==> src/rtl/adder_pkg.sv <==
// Shared types and default sizing for the serial operand adder.
// The overflow helper keeps the signed-overflow rule in one place.
package adder_pkg;

  localparam int DEF_LANES = 4;
  localparam int DEF_BPL   = 8;
  localparam int DEF_DIV   = 6;

  typedef enum logic [1:0] {
    IDLE  = 2'd0,
    SHIFT = 2'd1,
    ADD   = 2'd2,
    DONE  = 2'd3
  } state_t;

  // Overflow when both addend MSBs agree and the result MSB disagrees.
  function automatic logic signed_ovf(input logic a_msb, input logic b_msb,
                                      input logic s_msb);
    return (a_msb == b_msb) && (s_msb != a_msb);
  endfunction

endpackage

==> src/rtl/cla_adder.sv <==
// W-bit carry-lookahead adder built from 4-bit lookahead groups.
// Operands are zero-padded up to a multiple of four bits internally.
module cla_adder #(
  parameter int W = 32
) (
  input  logic [W-1:0] a,
  input  logic [W-1:0] b,
  input  logic         cin,
  output logic [W-1:0] s,
  output logic         cout
);

  localparam int G  = (W + 3) / 4;
  localparam int WP = G * 4;

  logic [WP-1:0] ap, bp, p, g;
  logic [WP:0]   c;

  always_comb begin
    ap        = '0;
    bp        = '0;
    ap[W-1:0] = a;
    bp[W-1:0] = b;
    p         = ap ^ bp;
    g         = ap & bp;
    c         = '0;
    c[0]      = cin;
    for (int k = 0; k < G; k++) begin
      for (int j = 0; j < 3; j++)
        c[4*k+j+1] = g[4*k+j] | (p[4*k+j] & c[4*k+j]);
      // Group carry comes straight from the group generate/propagate terms.
      c[4*k+4] = g[4*k+3]
               | (p[4*k+3] & g[4*k+2])
               | (p[4*k+3] & p[4*k+2] & g[4*k+1])
               | (p[4*k+3] & p[4*k+2] & p[4*k+1] & g[4*k])
               | (&p[4*k +: 4] & c[4*k]);
    end
  end

  assign s    = p[W-1:0] ^ c[W-1:0];
  assign cout = c[W];

endmodule

==> src/rtl/serial_operand_adder.sv <==
// Captures two W-bit operands over LANES serial pins, one bit index per
// DIV-cycle slot, then adds or subtracts them and holds the result until ack.
module serial_operand_adder
  import adder_pkg::*;
#(
  parameter  int LANES = DEF_LANES,
  parameter  int BPL   = DEF_BPL,
  parameter  int DIV   = DEF_DIV,
  localparam int W     = LANES * BPL,
  localparam int SW    = $clog2(BPL)
) (
  input  logic             clk,
  input  logic             rst,
  input  logic             start,
  input  logic             mode_sub,
  input  logic             cin,
  input  logic [LANES-1:0] a_ser,
  input  logic [LANES-1:0] b_ser,
  input  logic             ack,
  output logic [SW-1:0]    sel,
  output logic [W-1:0]     sum,
  output logic             cout,
  output logic             ovf,
  output logic             busy,
  output logic             finish
);

  localparam int CW = (DIV > 1) ? $clog2(DIV) : 1;

  state_t        state;
  logic [CW-1:0] cnt;
  logic [W-1:0]  a_reg, b_reg;
  logic          sub_q, cin_q;
  logic          start_low;
  logic          start_edge;

  logic [W-1:0]  b_eff, add_s;
  logic          c_eff, add_co;

  // start_low records "start was low last cycle"; clearing it in reset means
  // a start held high across reset cannot fire until it drops and rises.
  assign start_edge = start & start_low;

  // Subtraction is A + ~B + 1, so the carry-out is the not-borrow flag.
  assign b_eff = sub_q ? ~b_reg : b_reg;
  assign c_eff = sub_q ? 1'b1 : cin_q;

  cla_adder #(.W(W)) u_adder (
    .a    (a_reg),
    .b    (b_eff),
    .cin  (c_eff),
    .s    (add_s),
    .cout (add_co)
  );

  // NOTE: every register here, including the capture registers, is cleared by
  // reset and updated with non-blocking assignments so all state moves together.
  always_ff @(posedge clk) begin
    if (rst) begin
      state     <= IDLE;
      cnt       <= '0;
      sel       <= '0;
      a_reg     <= '0;
      b_reg     <= '0;
      sub_q     <= 1'b0;
      cin_q     <= 1'b0;
      start_low <= 1'b0;
      sum       <= '0;
      cout      <= 1'b0;
      ovf       <= 1'b0;
      busy      <= 1'b0;
      finish    <= 1'b0;
    end else begin
      start_low <= ~start;
      case (state)
        IDLE: begin
          if (start_edge) begin
            state <= SHIFT;
            busy  <= 1'b1;
            sel   <= '0;
            cnt   <= '0;
            a_reg <= '0;
            b_reg <= '0;
            sub_q <= mode_sub;
            cin_q <= cin;
          end
        end
        SHIFT: begin
          if (cnt == CW'(DIV - 1)) begin
            cnt <= '0;
            for (int l = 0; l < LANES; l++) begin
              a_reg[l*BPL + int'(sel)] <= a_ser[l];
              b_reg[l*BPL + int'(sel)] <= b_ser[l];
            end
            if (sel == SW'(BPL - 1))
              state <= ADD;
            else
              sel <= sel + 1'b1;
          end else begin
            cnt <= cnt + 1'b1;
          end
        end
        ADD: begin
          sum    <= add_s;
          cout   <= add_co;
          ovf    <= signed_ovf(a_reg[W-1], b_eff[W-1], add_s[W-1]);
          state  <= DONE;
          busy   <= 1'b0;
          finish <= 1'b1;
        end
        DONE: begin
          if (ack) begin
            finish <= 1'b0;
            state  <= IDLE;
            sel    <= '0;
          end
        end
        default: state <= IDLE;
      endcase
    end
  end

endmodule

==> config.mk <==
export PLATFORM = sky130hd
export DESIGN_NAME = serial_operand_adder
export DESIGN_NICKNAME = d
export VERILOG_FILES = /design/src/rtl/adder_pkg.sv /design/src/rtl/cla_adder.sv /design/src/rtl/serial_operand_adder.sv
export SDC_FILE = /design/constraint.sdc
export NUM_CORES = 1
export LEC_CHECK = 0
export CORE_MARGIN = 8
export CORE_UTILIZATION = 59
export CTS_BUF_LIST = sky130_fd_sc_hd__clkbuf_8 sky130_fd_sc_hd__clkbuf_16
export DETAILED_ROUTE_END_ITERATION = 8
export GPL_TIMING_DRIVEN = 0
export PLACE_DENSITY = 0.81
export SETUP_SLACK_MARGIN = 0.4
export SLEW_MARGIN = 20
export SYNTH_ARGS = -nofsm -noshare
export SYNTH_HDL_FRONTEND = slang
export SYNTH_SLANG_ARGS = --single-unit
==> constraint.sdc <==
create_clock -name clk -period 6.65 [get_ports clk]
set_clock_uncertainty 0.15 [all_clocks]
set_input_delay 1.33 -clock clk [delete_from_list [all_inputs] [get_ports clk]]
set_output_delay 1.33 -clock clk [all_outputs]
set_load 0.005 [all_outputs]
==> metrics.md, run 1 <==
| Metric | Value |
|---|---|
| Status | `finished, final reports clean` |
| Post-Synthesis Cells | `637` |
| Final hold violations | `0` |
| R2R setup slack | `1.82 ns` |
| Root Driver | `clkbuf_8` |
| Most frequent cells in the layout | `nor2_1, dfxtp_1, a22oi_1` |
| Placed Cells incl. Taps | `822` |
| Ys async rst share | `0%` |
| # hold bufs at CTS | `0` |
| CP Data Required Time | `6.83 ns` |
| Post-CTS Setup Repair Bufs | `0` |
| RR Startpoint | `sub_q` |
| Clk buf depth | `2` |
| Die span in y | `116 um` |
| Setup TNS Final | `0 ns` |
| Register area share after synthesis | `37.4%` |
| First-pass GRT wire length | `24.8 mm` |
| Worst path buffer plus inverter count | `2` |
| Unrepaired setup endpoints after global routing | `false` |
| Mapped Avg Cell Area | `9.33 sq um` |
| Met2 wire length | `7.82 mm` |
| Share of cells above drive strength 1 | `7.38%` |
| HPWL after DPL | `11.5 mm` |
| GRT Total Usage | `23.8%` |
| IO Pins | `53` |
| Top FF cell, synth | `dfxtp_1` |
| Tmin final | `4.83 ns` |
| CP max stage cell | `buf_1` |
| Via count | `4934` |
| Pwr dens | `232 mW/mm^2` |
| Die width | `116 um` |
| Top sig layer | `met4` |
| Maximum vdd drop | `130 uV` |
| Final wirelength | `15.5 mm` |
| Critical Path Sink Type | `flip-flop` |
| Max cap viols | `0` |
| Resized Gates After CTS | `0` |
| Avg WL per Cell | `18.5 um` |
| Worst skew pair latency | `0.39 ns` |
| Worst-path cell chain | `buf_4 -> buf_1 -> xor2_1 -> ha_1 -> a21oi_1 -> o21ai_0 -> nor3_2 -> a221o_1 -> nor2b_4 -> o21ba_1 -> fa_1 -> fa_1 -> fa_1 -> xnor2_1 -> mux2i_1 -> nor2_1` |
| H-Tree Depth | `3` |
| Syn nets | `714` |
| Initial antenna violation count | `0` |
| Synth warnings | `0` |
| Vias in the first global route | `5010` |
| 1st-iter DRT viols | `381` |
| CP Class | `flip-flop to flip-flop` |
| Pins over their slew limit | `0` |
| CTS buffer count | `9` |
| WHS Endpoint | `sum[0]` |
| N_diodes | `0` |
| Final setup viols | `0` |
| Worst rel slew slack | `32.7%` |
| Worst path top cell family by delay | `adder cells` |
| Worst Hold Depth | `2` |
| Fmax | `207 MHz` |
| Fin cells | `838` |
| Synth cell types | `49` |
| M1 WL | `6.30 mm` |
| GRT overflow | `0` |
| Synthesized flop and latch total | `111` |
| Setup crit start kind | `flip-flop` |
| Area grow syn2layout | `14.7%` |
| Final Instance Area | `0.00682 sq mm` |
| EDFF count, synth | `0` |
| CORE AREA | `0.00977 sq mm` |
| Crit path DAT | `5.00 ns` |
| Mapped cell area | `0.00595 sq mm` |
| Commonest non-fill, non-tap cell in the layout | `nor2_1` |
| Remaining antenna violation count | `0` |
| Post-DR vias/cell | `5.89` |
| Placed standard-cell area | `0.00663 sq mm` |
| RePlAce Congestion | `0.928` |
| Hold wc startpoint | `sum[0]` |
| Nets@finish | `777` |
| R2r worst-path depth | `16` |
| Drt drc | `0` |
| DR pass1 iterations | `5` |
| Num rows | `36` |
| CTS tree | `built` |
| CP max FO | `10` |
| Crit path largest cell delay | `0.62 ns` |
| Static Leakage | `2.73 nW` |
| Reg clk slew, reported paths | `0.11 ns` |
| Met3 wire length | `863 um` |
| Worst path most repeated cell | `fa_1` |
| Measured slew at the worst slew-check pin | `1.01 ns` |
| WP depth | `16` |
| Total die area | `0.0135 sq mm` |
| Final worst-path cycle share | `72.6%` |
| Port Buffer Count | `52` |
| R2r endpoint | `sum[23]` |
| Clk sinks | `111` |
| Largest net degree at the start of global routing | `18` |
| Worst Hold Class | `flip-flop to flip-flop` |
| Initial core utilization | `60.8%` |
==> worst min-delay path, stage by stage, from the launching register on <==
cell	delay [ns]
dfxtp_1	0.32
nor2_1	0.08
a211oi_1	0.04
==> routing by layer <==
layer | track usage [%] | up-vias
met3 | 3.77 | 34
li1 | - | 2300
met2 | 42.1 | 158
met1 | 27.5 | 2442
met5 | 0 | -
met4 | 11.3 | 0
==> per-stage QoR <==
stage | setup slack (ns) | hold slack [ns] | total power, W | utilization, %
after global routing | 1.56 | 0.358 | 0.00165 | 69.8
after detailed placement | 1.90 | 0.320 | 0.00119 | 67.9
after floorplan | 2.57 | 0.322 | 0.000998 | -
final | 1.82 | 0.333 | 0.00159 | 69.8
after CTS | 1.87 | 0.333 | 0.00158 | 69.8
after global placement | 1.97 | 0.316 | 0.00117 | 67.9
==> how the worst max path moves through the flow <==
stage,startpoint,end,slack (ns)
after global routing,sub_q,ovf,1.56
after floorplan,sub_q,sum[23],2.57
after CTS,sub_q,sum[23],1.87
final,sub_q,sum[23],1.82
after detailed placement,sub_q,sum[23],1.90
after global placement,sub_q,sum[23],1.97
==> synth_stat cells (3+ instances only) <==
cell type	n	area (sq um)
xnor2_1	8	70.1
a22oi_1	65	488
a211oi_1	25	188
nor2_1	117	439
nand2b_1	8	50.1
nand4_1	4	25.0
ha_1	39	488
nand3_1	7	35.0
a21oi_1	17	85.1
o21ai_0	6	30.0
clkbuf_1	21	78.8
buf_2	6	30.0
xor2_1	33	289
nor3b_2	3	37.5
buf_4	9	67.6
inv_1	51	191
dfxtp_1	111	2220
nor2b_1	3	18.8
fa_1	24	480
and2_1	8	50.1
nor3_1	3	15.0
o21ai_2	9	78.8
a21o_1	4	30.0
mux2i_1	13	130
and3_1	4	25.0
nand2_1	10	37.5
==> kinds of logic after synthesis <==
logic type,after synthesis,synth area share [%]
and+or+nand+nor,176,14.0
AOI/OAI and AO/OA,143,17.8
DFF,111,37.4
adders and majority gates,63,16.3
xor gates and xnor gates,41,6.04
muxes,13,2.19
buffers and inverters,90,6.38
==> final cells by class <==
cell class,instances,area (sq um)
buffer,38,184
clock buffer,9,124
clock inverter,7,65.1
fill,776,2950
inverter,52,195
multi-input combinational,436,3340
sequential,111,2220
tap,133,166
timing repair buffer,52,520
==> power by group <==
| group | total [W] | internal [W] | switching (W) |
|---|---|---|---|
| clock | 0.000408 | 0.000172 | 0.000236 |
| sequential | 0.000730 | 0.000704 | 0.0000262 |
| combinational | 0.000447 | 0.000161 | 0.000286 |
| total | 0.00159 | 0.00104 | 0.000548 |
Note: power is estimated with default switching activity, not from simulation.
==> run 2: changes to the inputs <==
Settings changed: CORE_UTILIZATION 59 to 52, PLACE_DENSITY 0.81 to 0.76.
Clock period 6.65 ns to 4 ns, I/O delays scaled along.
==> metrics.md, run 2 (synthesized netlist as in run 1, its figures left out) <==
| Metric | Value |
|---|---|
| Root Driver | `clkbuf_16` |
| Worst Hold Class | `flip-flop to flip-flop` |
| Post-DR vias/cell | `5.77 (-1.9%)` |
| Max cap viols | `0 (unchanged)` |
| Port Buffer Count | `52 (unchanged)` |
| Unrepaired setup endpoints after global routing | `true` |
| Status | `complete, but fails checks` |
| Clk buf depth | `2 (unchanged)` |
| Setup TNS Final | `-0.00421 ns (-0.00421 ns)` |
| Fin cells | `861 (+2.7%)` |
| Share of cells above drive strength 1 | `14.3% (+7.0 points)` |
| Worst-path cell chain | `buf_6 -> buf_12 -> xor2_1 -> ha_1 -> nand3_2 -> a211oi_2 -> nor3_2 -> a221o_1 -> nor2b_4 -> o21ba_4 -> fa_2 -> fa_2 -> fa_2 -> xnor2_2 -> mux2i_1 -> nor2_1` |
| Final hold violations | `0 (unchanged)` |
| First-pass GRT wire length | `25.2 mm (+1.6%)` |
| Critical Path Sink Type | `flip-flop` |
| Static Leakage | `2.91 nW (+6.5%)` |
| Hold wc startpoint | `sum[20]` |
| Worst rel slew slack | `33.9% (+1.3 points)` |
| H-Tree Depth | `3 (unchanged)` |
| Final setup viols | `1 (+1)` |
| Measured slew at the worst slew-check pin | `0.987 ns (-0.0190 ns)` |
| Nets@finish | `790 (+1.7%)` |
| Pwr dens | `403 mW/mm^2 (+74%)` |
| # hold bufs at CTS | `0 (unchanged)` |
| Hold_ws | `0.327 ns (-0.00545 ns)` |
| Worst skew pair latency | `0.35 ns (-0.04 ns)` |
| Total die area | `0.0151 sq mm (+12%)` |
| Pins over their slew limit | `0 (unchanged)` |
| Final core occ | `64.4% (-5.4 points)` |
| Tmin final | `4.00 ns (-0.824 ns)` |
| CTS tree | `built` |
| Final wirelength | `16.0 mm (+3.2%)` |
| N_diodes | `0 (unchanged)` |
| Maximum vdd drop | `224 uV (+73%)` |
| CP max stage cell | `a221o_1` |
| CP Data Required Time | `4.08 ns (-2.75 ns)` |
| Largest net degree at the start of global routing | `20 (+2)` |
| Die span in y | `123 um (+5.6%)` |
| IO Pins | `53 (unchanged)` |
| Clk sinks | `111 (unchanged)` |
| Remaining antenna violation count | `0 (unchanged)` |
| Fmax | `250 MHz (+21%)` |
| Die width | `123 um (+5.6%)` |
| Drt drc | `0 (unchanged)` |
| Post-route setup slack | `-0.00421 ns (-1.83 ns)` |
| RR Startpoint | `sub_q` |
| GRT overflow | `0 (unchanged)` |
| Num rows | `39 (+8.3%)` |
| Worst setup startpoint | `sub_q` |
| Crit path largest cell delay | `0.40 ns (-0.22 ns)` |
| Reg clk slew, reported paths | `0.08 ns (-0.03 ns)` |
| Worst path most repeated cell | `fa_2` |
| Setup crit start kind | `flip-flop` |
| Initial antenna violation count | `0 (unchanged)` |
| CP max FO | `8 (-2)` |
| 1st-iter DRT viols | `462 (+21%)` |
| CTS buffer count | `9 (unchanged)` |
| # fillers | `909 (+17%)` |
| Worst path top cell family by delay | `adder cells` |
| Placed Cells incl. Taps | `832 (+1.2%)` |
| Crit path DAT | `4.08 ns (-0.92 ns)` |
| DR pass1 iterations | `5 (unchanged)` |
| Final worst-path cycle share | `100% (+27 points)` |
| HPWL after DPL | `11.4 mm (-0.67%)` |
| Initial core utilization | `52.7% (-8.1 points)` |
| RePlAce Congestion | `0.916 (-1.4%)` |
| Most frequent cells in the layout | `nor2_1, dfxtp_1, a22oi_1` |
| Vias in the first global route | `5089 (+1.6%)` |
| Failing checks | `negative setup slack` |
| Worst path buffer plus inverter count | `2 (unchanged)` |
| CORE AREA | `0.0113 sq mm (+15%)` |
| Avg WL per Cell | `18.5 um (+0.40%)` |
| Commonest non-fill, non-tap cell in the layout | `nor2_1` |
| CP Class | `flip-flop to flip-flop` |
| GRT Total Usage | `21.6% (-2.3 points)` |
| Via count | `4972 (+0.77%)` |
| Area grow syn2layout | `22.1%` |
[run 2: changes by cell type in the layout (fill, tap and decap cells not counted), moves of 9 or more]
cell       previous run  this run
fa_1                 24         8
buf_4                 9        20
clkbuf_8              9         0
fa_2                  0        16
clkbuf_16             0         9
[run 2: worst paths after layout]
path	endpoint	slack, ns	cells past startpoint
setup / recovery	sum[23]	-0.004	16
hold / removal	sum[20]	0.33	2
setup reg to reg	sum[23]	-0.004	16
hold reg to reg	sum[20]	0.33	2
[run 2: final cells by class]
class | instances | area [sq um] | area share, %
Multi-Input combinational cell | 436 | 3520 | 48.4
Sequential cell | 111 | 2220 | 30.6
Timing Repair Buffer | 65 | 622 | 8.57
Clock buffer | 9 | 225 | 3.10
Buffer | 38 | 220 | 3.03
Inverter | 52 | 195 | 2.69
Tap cell | 143 | 179 | 2.47
Clock inverter | 7 | 77.6 | 1.07
[run 2: layer usage]
metal  vias to the layer above  track usage [%]  wire, um
met3                        51             3.06       835
met5                         -                0         0
li1                       2331                -         -
met1                      2401             25.2      6510
met2                       189             37.1      7830
met4                         0             12.7       785
[run 2: repair_timing]
action                     CTS  global route
setup endpoints to repair   12            15
setup buffers               11             2
pin swaps                   13            11
resized for setup           21            17
[run 2: power by group]
part / internal [W] / total, W / leakage, nW / switching, W
clock network: 0.000496 / 0.000943 / 0.153 / 0.000447
logic: 0.000287 / 0.000773 / 1.86 / 0.000486
registers: 0.00117 / 0.00121 / 0.896 / 0.0000423
total: 0.00195 / 0.00293 / 2.91 / 0.000975
[run 2: worst register-to-register path: cells and delay by family (launching register included)]
kind	cells	cell delay, ns
adders and majority gates	4	1.41
DFF	1	0.32
and+or+nand+nor	4	0.41
buffers and inverters	2	0.29
muxes	1	0.14
xor gates and xnor gates	2	0.30
AOI/OAI and AO/OA	3	0.85
[run 2: through the flow]
step	total power, W	worst slack, ns	area, sq um
5_1_grt	0.00304	-0.0913	7260
4_1_cts	0.00291	0.0120	7170
6_report	0.00293	-0.00421	7260
2_1_floorplan	0.00166	0.336	5990
3_5_place_dp	0.00197	-0.123	6690
3_3_place_gp	0.00195	-0.0889	6690
==> run 3: changes to the inputs <==
Settings changed: SYNTH_HIERARCHICAL from default to 1.
==> metrics.md, run 3 <==
| Metric | Value |
|---|---|
| Status | `complete, but fails checks` |
| Failing checks | `negative setup slack` |
| Internal | `0.00170 W (-13%)` |
| Root Driver | `clkbuf_8` |
| H-Tree Depth | `3 (unchanged)` |
| Nets@finish | `693 (-12%)` |
| Area contributors post-synth | `dfxtp_1, o2bb2ai_1, ha_1` |
| Worst rel slew slack | `23.6% (-10 points)` |
| Fmax | `232 MHz (-7.3%)` |
| Met3 Usage GRT | `3.50% (+0.44 points)` |
| Synthesized flop and latch total | `111 (unchanged)` |
| Critical Path Sink Type | `flip-flop` |
| Worst skew pair latency | `0.38 ns (+0.03 ns)` |
| Worst Hold Class | `flip-flop to flip-flop` |
| Final setup viols | `3 (+2)` |
| Multi-input logic area | `0.00355 sq mm (+1.0%)` |
| Max cap viols | `0 (unchanged)` |
| Final worst-path cycle share | `108% (+7.9 points)` |
| Mapped cell area | `0.00566 sq mm (-4.8%)` |
| Met2 Usage GRT | `34.1% (-3.0 points)` |
| RePlAce Congestion | `0.876 (-4.3%)` |
| Total die area | `0.0145 sq mm (-4.2%)` |
| Pins over their slew limit | `0 (unchanged)` |
| R2r endpoint | `ovf` |
| Storage cell area | `0.00222 sq mm (unchanged)` |
| Pwr dens | `340 mW/mm^2 (-16%)` |
| Switching share of total power | `29.0% (-4.3 points)` |
| CP Data Required Time | `4.15 ns (+0.07 ns)` |
| CTS buffer count | `9 (unchanged)` |
| Die width | `120 um (-2.1%)` |
| Die span in y | `120 um (-2.1%)` |
| Register area share after synthesis | `39.3% (+1.9 points)` |
| Clock power frac | `31.6% (-0.6 points)` |
| Static Leakage | `2.91 nW (+0.13%)` |
| Unrepaired setup endpoints after global routing | `true` |
| Via count | `4382 (-12%)` |
| GRT Total Usage | `20.6% (-0.95 points)` |
| EDFF count, synth | `0 (unchanged)` |
| Clk sinks | `111 (unchanged)` |
| Final wirelength | `14.6 mm (-8.8%)` |
| Measured slew at the worst slew-check pin | `1.15 ns (+0.158 ns)` |
| Share of cells above drive strength 1 | `15.5% (+1.2 points)` |
| N_diodes | `0 (unchanged)` |
| Initial antenna violation count | `0 (unchanged)` |
| RR Startpoint | `sub_q` |
| GRT overflow | `0 (unchanged)` |
| Reg clk slew, reported paths | `0.11 ns (+0.03 ns)` |
| Setup crit start kind | `flip-flop` |
| Most common cell in the synthesized netlist | `dfxtp_1` |
| Vias in the first global route | `4632 (-9.0%)` |
| Top cell type's share of synthesized area | `39.3% (+1.9 points)` |
| Met1 usage | `25.8% (+0.59 points)` |
| Syn nets | `615 (-14%)` |
| # fillers | `823 (-9.5%)` |
| Top FF cell, synth | `dfxtp_1` |
| IO Pins | `53 (unchanged)` |
| Hold_ws | `0.335 ns (+0.00735 ns)` |
| Synth cell types | `52 (+6.1%)` |
| Flop pwr share | `47.7% (+6.3 points)` |
| Clk buf depth | `2 (unchanged)` |
| Combinational power share | `20.7% (-5.7 points)` |
| Initial core utilization | `52.7% (-0.081 points)` |
| CP max FO | `10 (+2)` |
| Remaining antenna violation count | `0 (unchanged)` |
| Top post-synthesis cells by count | `dfxtp_1, o2bb2ai_1, nor2_1, ha_1` |
| R2R setup slack | `-0.32 ns (-0.31 ns)` |
| Final hold violations | `0 (unchanged)` |
| Post-DR vias/cell | `5.77 (about the same)` |
| First-pass GRT wire length | `23.7 mm (-5.7%)` |
| Most frequent cells in the layout | `dfxtp_1, o2bb2ai_1, clkdlybuf4s50_1` |
| Crit path to | `ovf` |
| Port Buffer Count | `52 (unchanged)` |
| Post-route setup slack | `-0.319 ns (-0.315 ns)` |
| CTS tree | `built` |
| Net load switching power | `0.000697 W (-29%)` |
| Synth warnings | `6 (+6)` |
| DR pass1 iterations | `5 (unchanged)` |
| CP Class | `flip-flop to flip-flop` |
| Worst setup startpoint | `sub_q` |
| Leading area contributor after synthesis | `dfxtp_1` |
| Setup WS pre-CTS | `-0.622 ns (-0.500 ns)` |
| Maximum vdd drop | `182 uV (-19%)` |
| 1st-iter DRT viols | `228 (-51%)` |
| Commonest non-fill, non-tap cell in the layout | `dfxtp_1` |
| R2r worst-path depth | `15 (-1)` |
| Drt drc | `0 (unchanged)` |
| HPWL after DPL | `10.1 mm (-11%)` |
| Largest net degree at the start of global routing | `17 (-15%)` |
| Area grow syn2layout | `24.7%` |
| Num rows | `38 (-2.6%)` |
| Tmin final | `4.32 ns (+0.315 ns)` |
| Gr busiest metal | `met2` |
| Mapped Avg Cell Area | `10.5 sq um (+13%)` |
| Post-Synthesis Cells | `538 (-16%)` |
| CORE AREA | `0.0107 sq mm (-4.7%)` |
| Crit path DAT | `4.47 ns (+0.39 ns)` |
| Ys async rst share | `0% (unchanged)` |
| Avg WL per Cell | `19.2 um (+3.5%)` |
## run 3: layout make-up
type                    count  share of cell area [%]
clock inverters             3                   0.958
multi-input cells         384                    50.3
clock buffers              11                    2.15
inverters                  26                    1.38
well taps                 140                    2.48
repair buffers             67                    9.31
flip-flops and latches    111                    31.5
plain buffers              17                    1.88
## run 3: routing by layer
layer	wire (um)	vias up
met3	791	34
met2	6920	146
met5	0	-
met1	6340	2143
met4	515	0
li1	-	2059
## run 3: power groups by stage
stage	combinational, W	clock [W]	sequential (W)
6_report	0.000498	0.000759	0.00114
3_3_place_gp	0.000448	0	0.00117
2_1_floorplan	0.000321	0	0.00117
4_1_cts	0.000487	0.000763	0.00114
5_1_grt	0.000540	0.000797	0.00115
3_5_place_dp	0.000464	0	0.00117
## run 3: kinds of logic (layout without fill, tap and decap cells)
logic type,count (synthesis),count (layout),synth area share [%]
AO/OA/AOI/OAI,131,131,18.5
AND/OR/NAND/NOR,113,113,9.44
flip-flops,111,111,39.3
adder cells (fa/ha/maj),63,63,17.1
buffers and inverters,43,124,2.92
XOR/XNOR,40,40,6.19
multiplexers,37,37,6.54
## run 3: worst min-delay path by stage
stage | from | end | slack (ns) | cells past startpoint
3_3_place_gp | a_reg[3] | a_reg[3] | 0.30 | 1
6_report | a_reg[11] | a_reg[11] | 0.33 | 1
2_1_floorplan | a_reg[7] | a_reg[7] | 0.29 | 1
4_1_cts | a_reg[19] | a_reg[19] | 0.33 | 1
3_5_place_dp | a_reg[19] | a_reg[19] | 0.31 | 1
5_1_grt | a_reg[15] | a_reg[15] | 0.35 | 1
## run 3: what timing repair did
item                       in CTS  in global routing
hold buffers                    0                  0
setup endpoints to repair      13                 16
hold endpoints to repair        0                  0
setup buffers                  10                  4
gates resized for setup        32                 16
pin swaps                      11                  5
cloned                          1                  0
## run 3: through the flow
stage / util (%) / setup TNS, ns / power [W] / cells / area, sq um
2_1_floorplan: - / -0.163 / 0.00149 / 538 / 5740
3_3_place_gp: 59.9 / -0.498 / 0.00162 / 730 / 6430
3_5_place_dp: 59.9 / -0.715 / 0.00163 / 730 / 6430
4_1_cts: 64.5 / -0.448 / 0.00240 / 755 / 6930
5_1_grt: 65.7 / -1.11 / 0.00249 / 759 / 7060
6_report: 65.7 / -0.384 / 0.00240 / 759 / 7060
## run 3: critical path: stages, from the launching register on
cell	delay, ns
dfxtp_2	0.34
clkbuf_16	0.16
buf_16	0.16
xor2_1	0.15
ha_1	0.36
nand4_1	0.21
a31oi_2	0.08
o21ba_4	0.22
or3_4	0.33
a21o_1	0.21
fa_2	0.36
fa_2	0.36
fa_2	0.36
xor2_2	0.15
or3b_4	0.40
a311oi_2	0.22
